===== src/rtl/csr_pkg.sv =====
// Shared CSR definitions: op encodings, well-known CSR addresses, arbiter state and owner types.
// No logic beyond a tiny helper deciding whether an op needs a write phase.
// Imported by the arbiter, its pick sub-module and the bench.
package csr_pkg;

  localparam logic [1:0] CSR_OP_READ  = 2'b00;
  localparam logic [1:0] CSR_OP_WRITE = 2'b01;
  localparam logic [1:0] CSR_OP_SET   = 2'b10;
  localparam logic [1:0] CSR_OP_CLR   = 2'b11;

  localparam logic [11:0] CSR_MSTATUS = 12'h300;
  localparam logic [11:0] CSR_MTVEC   = 12'h305;
  localparam logic [11:0] CSR_MEPC    = 12'h341;
  localparam logic [11:0] CSR_MCAUSE  = 12'h342;

  typedef enum logic [1:0] {
    ST_IDLE  = 2'd0,
    ST_READ  = 2'd1,
    ST_WRITE = 2'd2,
    ST_DONE  = 2'd3
  } csr_state_t;

  typedef enum logic [1:0] {
    OWN_T = 2'd0,
    OWN_P = 2'd1,
    OWN_D = 2'd2
  } csr_owner_t;

  // A plain write always writes; set/clear with an all-zero mask leaves the CSR untouched
  // (CSRRS/CSRRC with rs1 = x0 must not cause write side effects).
  function automatic logic csr_needs_write(input logic [1:0] op, input logic mask_nz);
    return (op == CSR_OP_WRITE) || (op[1] && mask_nz);
  endfunction

endpackage


===== src/rtl/csr_rr_pick.sv =====
// Requester pick: trap engine has absolute priority, pipe/debug share by a round-robin pointer.
// Purely combinational; the caller only consults it in IDLE.
// ptr_d = 0 favours the pipe, 1 favours debug.
module csr_rr_pick
  import csr_pkg::*;
(
  input  logic       t_req,
  input  logic       p_req,
  input  logic       d_req,
  input  logic       ptr_d,
  output logic       vld,
  output csr_owner_t owner
);

  // Fixed priority for t, pointer tie-break between p and d
  always_comb begin
    vld   = t_req | p_req | d_req;
    owner = OWN_T;
    if (t_req)              owner = OWN_T;
    else if (p_req && d_req) owner = ptr_d ? OWN_D : OWN_P;
    else if (p_req)         owner = OWN_P;
    else if (d_req)         owner = OWN_D;
  end

endmodule


===== src/rtl/csr_port_arbiter.sv =====
// Three-way arbiter owning the CSRRegs port: each access is READ, optional WRITE, then DONE.
// Latency: done in cycle 3 after the request edge with a write, cycle 2 without.
// Requesters hold req until done; a locked trap engine chains ops with no IDLE gap.
module csr_port_arbiter
  import csr_pkg::*;
#(
  parameter int ADDR_W = 12,
  parameter int DATA_W = 32
) (
  input  logic              clk,
  input  logic              rst,
  input  logic              t_req,
  input  logic [ADDR_W-1:0] t_addr,
  input  logic [1:0]        t_op,
  input  logic [DATA_W-1:0] t_wdata,
  input  logic              t_lock,
  input  logic              p_req,
  input  logic [ADDR_W-1:0] p_addr,
  input  logic [1:0]        p_op,
  input  logic [DATA_W-1:0] p_wdata,
  input  logic              p_kill,
  input  logic              d_req,
  input  logic [ADDR_W-1:0] d_addr,
  input  logic [1:0]        d_op,
  input  logic [DATA_W-1:0] d_wdata,
  output logic              t_gnt,
  output logic              t_done,
  output logic [DATA_W-1:0] t_rdata,
  output logic              p_gnt,
  output logic              p_done,
  output logic [DATA_W-1:0] p_rdata,
  output logic              d_gnt,
  output logic              d_done,
  output logic [DATA_W-1:0] d_rdata,
  output logic              csr_w,
  output logic [ADDR_W-1:0] csr_raddr,
  output logic [ADDR_W-1:0] csr_waddr,
  output logic [DATA_W-1:0] csr_wdata,
  input  logic [DATA_W-1:0] csr_rdata
);

  csr_state_t        state, state_nxt;
  csr_owner_t        owner_q;
  logic [ADDR_W-1:0] addr_q;
  logic [1:0]        op_q;
  logic [DATA_W-1:0] wdata_q;
  logic [DATA_W-1:0] old_q;
  logic              ptr_d;

  logic              pick_vld;
  csr_owner_t        pick_owner;
  logic              chain;
  logic              kill;
  logic              write_req;
  logic              load;
  csr_owner_t        sel_owner;
  logic [ADDR_W-1:0] sel_addr;
  logic [1:0]        sel_op;
  logic [DATA_W-1:0] sel_wdata;
  logic [DATA_W-1:0] new_val;

  csr_rr_pick u_pick (
    .t_req (t_req),
    .p_req (p_req),
    .d_req (d_req),
    .ptr_d (ptr_d),
    .vld   (pick_vld),
    .owner (pick_owner)
  );

  // Locked trap engine re-enters READ straight from DONE; a kill only bites before the write
  assign chain     = (state == ST_DONE) && (owner_q == OWN_T) && t_lock && t_req;
  assign kill      = (state == ST_READ) && (owner_q == OWN_P) && p_kill;
  assign write_req = csr_needs_write(op_q, |wdata_q);
  assign load      = ((state == ST_IDLE) && pick_vld) || chain;
  assign sel_owner = chain ? OWN_T : pick_owner;

  // Fields of the requester about to own the port
  always_comb begin
    sel_addr  = t_addr;
    sel_op    = t_op;
    sel_wdata = t_wdata;
    case (sel_owner)
      OWN_P: begin
        sel_addr  = p_addr;
        sel_op    = p_op;
        sel_wdata = p_wdata;
      end
      OWN_D: begin
        sel_addr  = d_addr;
        sel_op    = d_op;
        sel_wdata = d_wdata;
      end
      default: ;
    endcase
  end

  // State register
  always_ff @(posedge clk or posedge rst) begin
    if (rst) state <= ST_IDLE;
    else     state <= state_nxt;
  end

  // Next-state logic
  always_comb begin
    state_nxt = state;
    case (state)
      ST_IDLE:  if (pick_vld) state_nxt = ST_READ;
      ST_READ: begin
        if (kill)           state_nxt = ST_IDLE;
        else if (write_req) state_nxt = ST_WRITE;
        else                state_nxt = ST_DONE;
      end
      ST_WRITE: state_nxt = ST_DONE;
      ST_DONE:  state_nxt = chain ? ST_READ : ST_IDLE;
      default:  state_nxt = ST_IDLE;
    endcase
  end

  // Access context: owner and fields latched at grant, old value captured in READ, RR pointer
  always_ff @(posedge clk or posedge rst) begin
    if (rst) begin
      owner_q <= OWN_T;
      addr_q  <= '0;
      op_q    <= CSR_OP_READ;
      wdata_q <= '0;
      old_q   <= '0;
      ptr_d   <= 1'b0;
    end else begin
      if (load) begin
        owner_q <= sel_owner;
        addr_q  <= sel_addr;
        op_q    <= sel_op;
        wdata_q <= sel_wdata;
      end
      if (state == ST_READ) old_q <= csr_rdata;
      if (kill) begin
        ptr_d <= 1'b1;
      end else if ((state == ST_DONE) && (owner_q != OWN_T)) begin
        ptr_d <= (owner_q == OWN_P);
      end
    end
  end

  // Read-modify-write value, all in DATA_W bits
  always_comb begin
    case (op_q)
      CSR_OP_WRITE: new_val = wdata_q;
      CSR_OP_SET:   new_val = old_q | wdata_q;
      CSR_OP_CLR:   new_val = old_q & ~wdata_q;
      default:      new_val = old_q;
    endcase
  end

  // Outputs decoded from the state register and latched context only
  always_comb begin
    t_gnt     = 1'b0;
    p_gnt     = 1'b0;
    d_gnt     = 1'b0;
    t_done    = 1'b0;
    p_done    = 1'b0;
    d_done    = 1'b0;
    csr_w     = 1'b0;
    csr_wdata = '0;
    if ((state == ST_READ) || (state == ST_WRITE)) begin
      t_gnt = (owner_q == OWN_T);
      p_gnt = (owner_q == OWN_P);
      d_gnt = (owner_q == OWN_D);
    end
    if (state == ST_DONE) begin
      t_done = (owner_q == OWN_T);
      p_done = (owner_q == OWN_P);
      d_done = (owner_q == OWN_D);
    end
    if (state == ST_WRITE) begin
      csr_w     = 1'b1;
      csr_wdata = new_val;
    end
  end

  assign csr_raddr = addr_q;
  assign csr_waddr = addr_q;
  assign t_rdata   = old_q;
  assign p_rdata   = old_q;
  assign d_rdata   = old_q;

endmodule


===== config.mk =====
export PLATFORM = sky130hd
export DESIGN_NAME = csr_port_arbiter
export DESIGN_NICKNAME = d
export VERILOG_FILES = /design/src/rtl/csr_pkg.sv /design/src/rtl/csr_rr_pick.sv /design/src/rtl/csr_port_arbiter.sv
export SDC_FILE = /design/constraint.sdc
export NUM_CORES = 1
export LEC_CHECK = 0
export CAP_MARGIN = 20
export CELL_PAD_IN_SITES_DETAIL_PLACEMENT = 1
export CELL_PAD_IN_SITES_GLOBAL_PLACEMENT = 2
export CORE_ASPECT_RATIO = 1.4
export CORE_UTILIZATION = 20
export DETAILED_ROUTE_END_ITERATION = 16
export PLACE_DENSITY_LB_ADDON = 0.25
export SLEW_MARGIN = 10
export SYNTH_ARGS = -nofsm -noshare
export SYNTH_HDL_FRONTEND = slang
export SYNTH_HIERARCHICAL = 1
export SYNTH_SLANG_ARGS = --single-unit

===== constraint.sdc =====
create_clock -name clk -period 3.75 [get_ports clk]
set_input_delay 0.75 -clock clk [delete_from_list [all_inputs] [get_ports clk]]
set_output_delay 0.75 -clock clk [all_outputs]
set_load 0.03 [all_outputs]

==> impl_metrics.ini, run 1 <==
[floorplan]
die_h_um = 199.6
core_area_um2 = 27570
die_area_um2 = 28580
row_count = 72
boundaryPins = 336
floorplan.die.width_um = 143.2
start_util_pct = 20.24

[grt]
grt_pass1_wl_mm = 33.62
total_routing_usage_reported_by_global_routing_pct = 15.97
grt_start_max_net_pins = 93
number_of_antenna_violations_at_the_first_check_in_global_routing = 2
globalRouteOverflowTotal = 0
vias_in_the_first_global_route = 5469

[clock_tree]
cts_tree = built
number_of_post_cts_setup_repair_buffers = 0
postCtsHoldBufs = 0
clk-insertion-delay-late_ns = 0.35
cts_buffers = 9
cts-root-to-sink-buffers = 2
cts_root_buffer = clkbuf_16
cts.repair.resized = 0
htree_levels = 3
clkSlewWorstSetupHoldPaths_ns = 0.06
cts_num_sinks = 83

[final_layout]
postLayoutCoreUtil_pct = 32.77
combined_flip_flop_and_latch_cell_area_um2 = 2077
final_net_count = 1044
area_delta_synth_final_pct = 61.92
drive_gt1_share_pct = 10.87
fillCellCount = 3219
design_area_um2 = 9034
area_taken_by_multi_input_logic_gates_um2 = 2678

[setup_path]
slowest_cp_cell = clkdlybuf4s50_1
crit_type = flip-flop to primary output
worst_path_largest_cell_delay_ns = 0.61
worstSetupStartpoint = op_q[1]$_DFFE_PP0P_
worstPathCellList = inv_1 -> buf_4 -> o21ai_0 -> a22oi_1 -> nor2b_1 -> clkdlybuf4s50_1
worstReg2RegStart = state[0]$_DFFE_PP0P_
crit_path_max_fanout = 23
worstPathArrival_ns = 2.47
endpoint_kind = primary output
worstSetupStartpointType = flip-flop
worst_ep_required_time_ns = 3.00

[power]
ir_drop_mv = 0.4490
power_mw = 8.141
cellPowerDensity_nw_per_um2 = 901.1
power.leakage_nw = 3.455

[synth]
share_of_async_settable_or_async_resettable_flops_after_synthesis_pct = 100.0
synthesis.area_um2 = 5579
synth_area_per_cell_um2 = 8.912
synth_nets = 810
ys_types = 36
edff_count_synth = 0
yosysWarningCount = 6
ys_dominant_reg_cell = dfrtp_1
cell_count_after_synthesis = 626
synth.ff_latch_count = 83
yosysSeqAreaShare_pct = 37.23

[sta]
hold_viol = 0
period_share_pct = 85.74
achievable-frequency_mhz = 311.0
relSlewSlack_pct = 32.60
fin_skew_ns = 0.005907
worst-slew-pin-transition_ns = 1.011
setup_viol = 0
rsz_0062_raised_after_global_routing = false
post-route-min-period_ns = 3.215
setup_total_negative_slack_ns = 0
finalMaxSlewViolations = 0

[route]
initial_drt_markers = 180
via_count = 5385
finalWirelength_mm = 22.86
routedWlPerCell_um = 18.48
detail_route.drc_violations = 0
dr.pass1.iters = 4
detail-route-antenna-nets = 0
detail_route.vias_per_cell = 4.353

[flow_run]
cap_viol_max_count = 0

[placed_design]
placed_area_um2 = 8736
count_of_port_buffers_added_during_placement = 335
detailedPlacementHpwl_mm = 17.53
gpl.final_weighted_congestion = 0.7447

[run_status]
outcome = finished, final reports clean

[hold_path]
timing.hold.worst.class = flip-flop to flip-flop
startpoint_of_the_most_critical_hold_path = csr_raddr[3]$_DFFE_PP0P_
==> kinds of logic (layout without fill, tap and decap cells) <==
logic type | Yosys count | after routing | synth area share (%)
AO/OA/AOI/OAI | 214 | 214 | 25.32
XOR/XNOR | 1 | 1 | 0.1570
adder cells (fa/ha/maj) | 7 | 7 | 1.570
buffers and inverters | 131 | 370 | 15.63
flip-flops | 83 | 83 | 37.23
multiplexers | 32 | 32 | 6.459
other | 0 | 2 | 0
AND/OR/NAND/NOR | 158 | 158 | 13.64
==> cells in the mapped netlist (2+ instances only) <==
cell type,instances,area (µm²)
and3b_1,4,35.03
buf_4,79,593.1
dfrtp_1,83,2077
mux2_2,32,360.4
buf_1,9,33.78
inv_1,8,30.03
nor4_1,8,50.05
o21ai_1,4,20.02
nor2_1,48,180.2
nor2b_1,32,200.2
buf_2,7,35.03
o21ai_0,44,220.2
o21ai_2,30,262.8
ha_1,7,87.58
and4_1,2,17.52
nand3_1,3,15.01
a21oi_1,51,255.2
buf_6,10,112.6
nand2_1,53,198.9
a22oi_1,78,585.6
nand2b_1,2,12.51
clkbuf_1,18,67.56
==> final cells by class <==
class / instances / area share [%]
timing repair buffer: 346 / 38.59
clock inverter: 1 / 0.05540
tap: 370 / 5.125
antenna: 2 / 0.05540
clock buffer: 15 / 3.186
inverter: 8 / 0.3601
sequential: 83 / 22.99
multi-input combinational: 412 / 29.64
==> worst max-delay path: cells and delay by family (launching register included) <==
kind,cells,cell delay [ns]
buffers and inverters,3,1.29
flip-flops,1,0.45
AO/OA/AOI/OAI,2,0.28
AND/OR/NAND/NOR,1,0.06
==> per-stage QoR <==
step | hold WS, ns | instances | worst slack (ns)
after global routing | 0.5556 | 1237 | 0.2933
final | 0.5290 | 1237 | 0.5348
after global placement | 0.5085 | 1219 | 0.7227
after floorplan | 0.4844 | 626 | 0.8632
after CTS | 0.5368 | 1235 | 0.4540
after detailed placement | 0.5208 | 1219 | 0.6688
==> worst paths after layout <==
path,endpoint,slack [ns],depth (start not counted)
worst max-delay path,csr_wdata[26],0.53,6
worst min-delay path,csr_raddr[3]$_DFFE_PP0P_,0.53,2
worst max register to register,csr_raddr[1]$_DFFE_PP0P_,1.08,10
worst min register to register,csr_raddr[3]$_DFFE_PP0P_,0.53,2
max in group asynchronous,d_rdata[28]$_DFFE_PP0N_,2.26,3
min in group asynchronous,d_rdata[6]$_DFFE_PP0N_,0.80,2
==> where the power goes <==
group	switching [mW]	internal (mW)
Clock	0.377	0.522
Sequential	0.553	1.33
Combinational	3.08	2.28
Total	4.01	4.13
==> layer usage <==
metal	part of all wire, %	routed length (µm)	vias to the layer above	GRT usage [%]
li1	-	-	2628	-
met4	1.4	324	0	5.018
met3	5.0	1143	13	3.163
met1	38	8700	2586	17.66
met2	56	12690	158	30.14
met5	0	0	-	0
==> state kept, by name (all words and copies together), names as in the netlist, named ones only <==
signal and cells:
d_rdata 32, wdata_q 32, csr_raddr 12, state 1, op_q 2, owner_q 2, ptr_d 1
==> placed cells by master (no fill, tap or decap), drive strengths merged, types with 7 or more instances in the layout <==
cell type / n
dfrtp: 83
buf: 11
nor2b: 32
a21oi: 51
ha: 7
nand2: 53
inv: 8
nor4: 8
o21ai: 78
nor2: 48
mux2: 32
a22oi: 78
clkdlybuf4s50: 335
clkbuf: 15
Power figures use the tool's default switching activity.
==> run 2, diff against run 1 <==
MAX_ROUTING_LAYER = met4   (was unset)
==> run 2 against run 1 <==
Power about the same. Via count decreased by 0.28%. Global-route usage increased by 0.45 points. Worst setup slack got worse by 0.0012 ns. Clock power about the same. Non-clock buffer count unchanged. Clock skew increased by 0.00063 ns. Critical path type unchanged. Largest power group unchanged.
==> impl_metrics.ini, run 2 (synthesis gave the netlist of run 1 again) <==
[floorplan]
die_area_um2 = 28580
boundaryPins = 336
start_util_pct = 20.24
die_h_um = 199.6
floorplan.die.width_um = 143.2
row_count = 72
core_area_um2 = 27570

[placed_design]
detailedPlacementHpwl_mm = 17.53
count_of_port_buffers_added_during_placement = 335
gpl.final_weighted_congestion = 0.7541

[final_layout]
mostFrequentLayoutCell = clkdlybuf4s50_1
postLayoutCoreUtil_pct = 32.77
layout_common_cells = clkdlybuf4s50_1, dfrtp_1, a22oi_1, nand2_1, a21oi_1
final_net_count = 1044
drive_gt1_share_pct = 10.87
area_delta_synth_final_pct = 61.92

[grt]
grt_start_max_net_pins = 93
total_routing_usage_reported_by_global_routing_pct = 16.43
globalRouteOverflowTotal = 0
vias_in_the_first_global_route = 5478
grt_pass1_wl_mm = 33.54
number_of_antenna_violations_at_the_first_check_in_global_routing = 2

[route]
detail_route.drc_violations = 0
routedWlPerCell_um = 18.50
via_count = 5370
detail_route.vias_per_cell = 4.341
finalWirelength_mm = 22.89
detail-route-antenna-nets = 0
initial_drt_markers = 154
dr.pass1.iters = 4

[sta]
period_share_pct = 85.77
fin_skew_ns = 0.006533
worst-slew-pin-transition_ns = 0.9978
finalMaxSlewViolations = 0
post-route-min-period_ns = 3.216
rsz_0062_raised_after_global_routing = false
setup_total_negative_slack_ns = 0
relSlewSlack_pct = 33.48
setup_viol = 0
achievable-frequency_mhz = 310.9
hold_viol = 0

[run_status]
outcome = finished, final reports clean

[setup_path]
endpoint_kind = primary output
worst_ep_required_time_ns = 3.00
worstSetupStartpointType = flip-flop
worstPathArrival_ns = 2.47
crit_path_max_fanout = 23
crit_type = flip-flop to primary output

[clock_tree]
htree_levels = 3
number_of_post_cts_setup_repair_buffers = 0
cts-root-to-sink-buffers = 2
clk-insertion-delay-late_ns = 0.35
cts_num_sinks = 83
cts.repair.resized = 0
clkSlewWorstSetupHoldPaths_ns = 0.06
cts_buffers = 9
cts_root_buffer = clkbuf_16
postCtsHoldBufs = 0
cts_tree = built

[power]
power_mw = 8.144
cellPowerDensity_nw_per_um2 = 901.6
power.leakage_nw = 3.455
ir_drop_mv = 0.4484

[flow_run]
cap_viol_max_count = 0

[hold_path]
timing.hold.worst.class = flip-flop to flip-flop
==> run 2: cell counts in the layout (fill, tap and decap cells not counted) <==
Identical to the previous run, type by type.
==> run 2: power by group <==
part | total, mW | internal [mW] | switching (mW)
clock | 0.900 | 0.522 | 0.378
combinational | 5.36 | 2.28 | 3.09
sequential | 1.88 | 1.33 | 0.553
total | 8.14 | 4.13 | 4.02
==> run 2: final timing paths <==
check / slack (ns) / start / cells past startpoint / to
setup / recovery: 0.53 / op_q[1]$_DFFE_PP0P_ / 6 / csr_wdata[28]
hold / removal: 0.53 / csr_raddr[3]$_DFFE_PP0P_ / 2 / csr_raddr[3]$_DFFE_PP0P_
setup reg to reg: 1.06 / state[0]$_DFFE_PP0P_ / 10 / csr_raddr[1]$_DFFE_PP0P_
hold reg to reg: 0.53 / csr_raddr[3]$_DFFE_PP0P_ / 2 / csr_raddr[3]$_DFFE_PP0P_
max in group asynchronous: 2.26 / rst / 3 / d_rdata[28]$_DFFE_PP0N_
min in group asynchronous: 0.81 / rst / 2 / d_rdata[6]$_DFFE_PP0N_
==> run 2: critical path, stage by stage, from the launching register on <==
cell	delay, ns
dfrtp_1	0.46
inv_1	0.24
buf_4	0.29
o21ai_0	0.19
a22oi_1	0.09
nor2b_1	0.14
clkdlybuf4s50_1	0.69
==> run 2: layer usage <==
layer,share of wire (%),vias to the layer above,global-route usage [%]
met3,4.7,15,2.924
met4,1.4,0,5.018
met2,56,156,30.12
li1,-,2626,-
met1,38,2573,17.79
met5,0,-,-
==> run 2: stage by stage <==
step	area, µm²	cells	hold slack [ns]	setup WS, ns
after global placement	8736	1219	0.5085	0.7227
after detailed placement	8736	1219	0.5208	0.6688
after CTS	9029	1235	0.5368	0.4540
after floorplan	5579	626	0.4844	0.8632
after global routing	9034	1237	0.5554	0.2934
final	9034	1237	0.5346	0.5336
==> run 2: final cells by class <==
| class | instances | area (µm²) |
|---|---|---|
| inverter | 8 | 32.53 |
| clock inverter | 1 | 5.005 |
| clock buffer | 15 | 287.8 |
| fill | 3219 | 18530 |
| sequential | 83 | 2077 |
| antenna | 2 | 5.005 |
| multi-input combinational | 412 | 2678 |
| tap | 370 | 462.9 |
| timing repair buffer | 346 | 3486 |
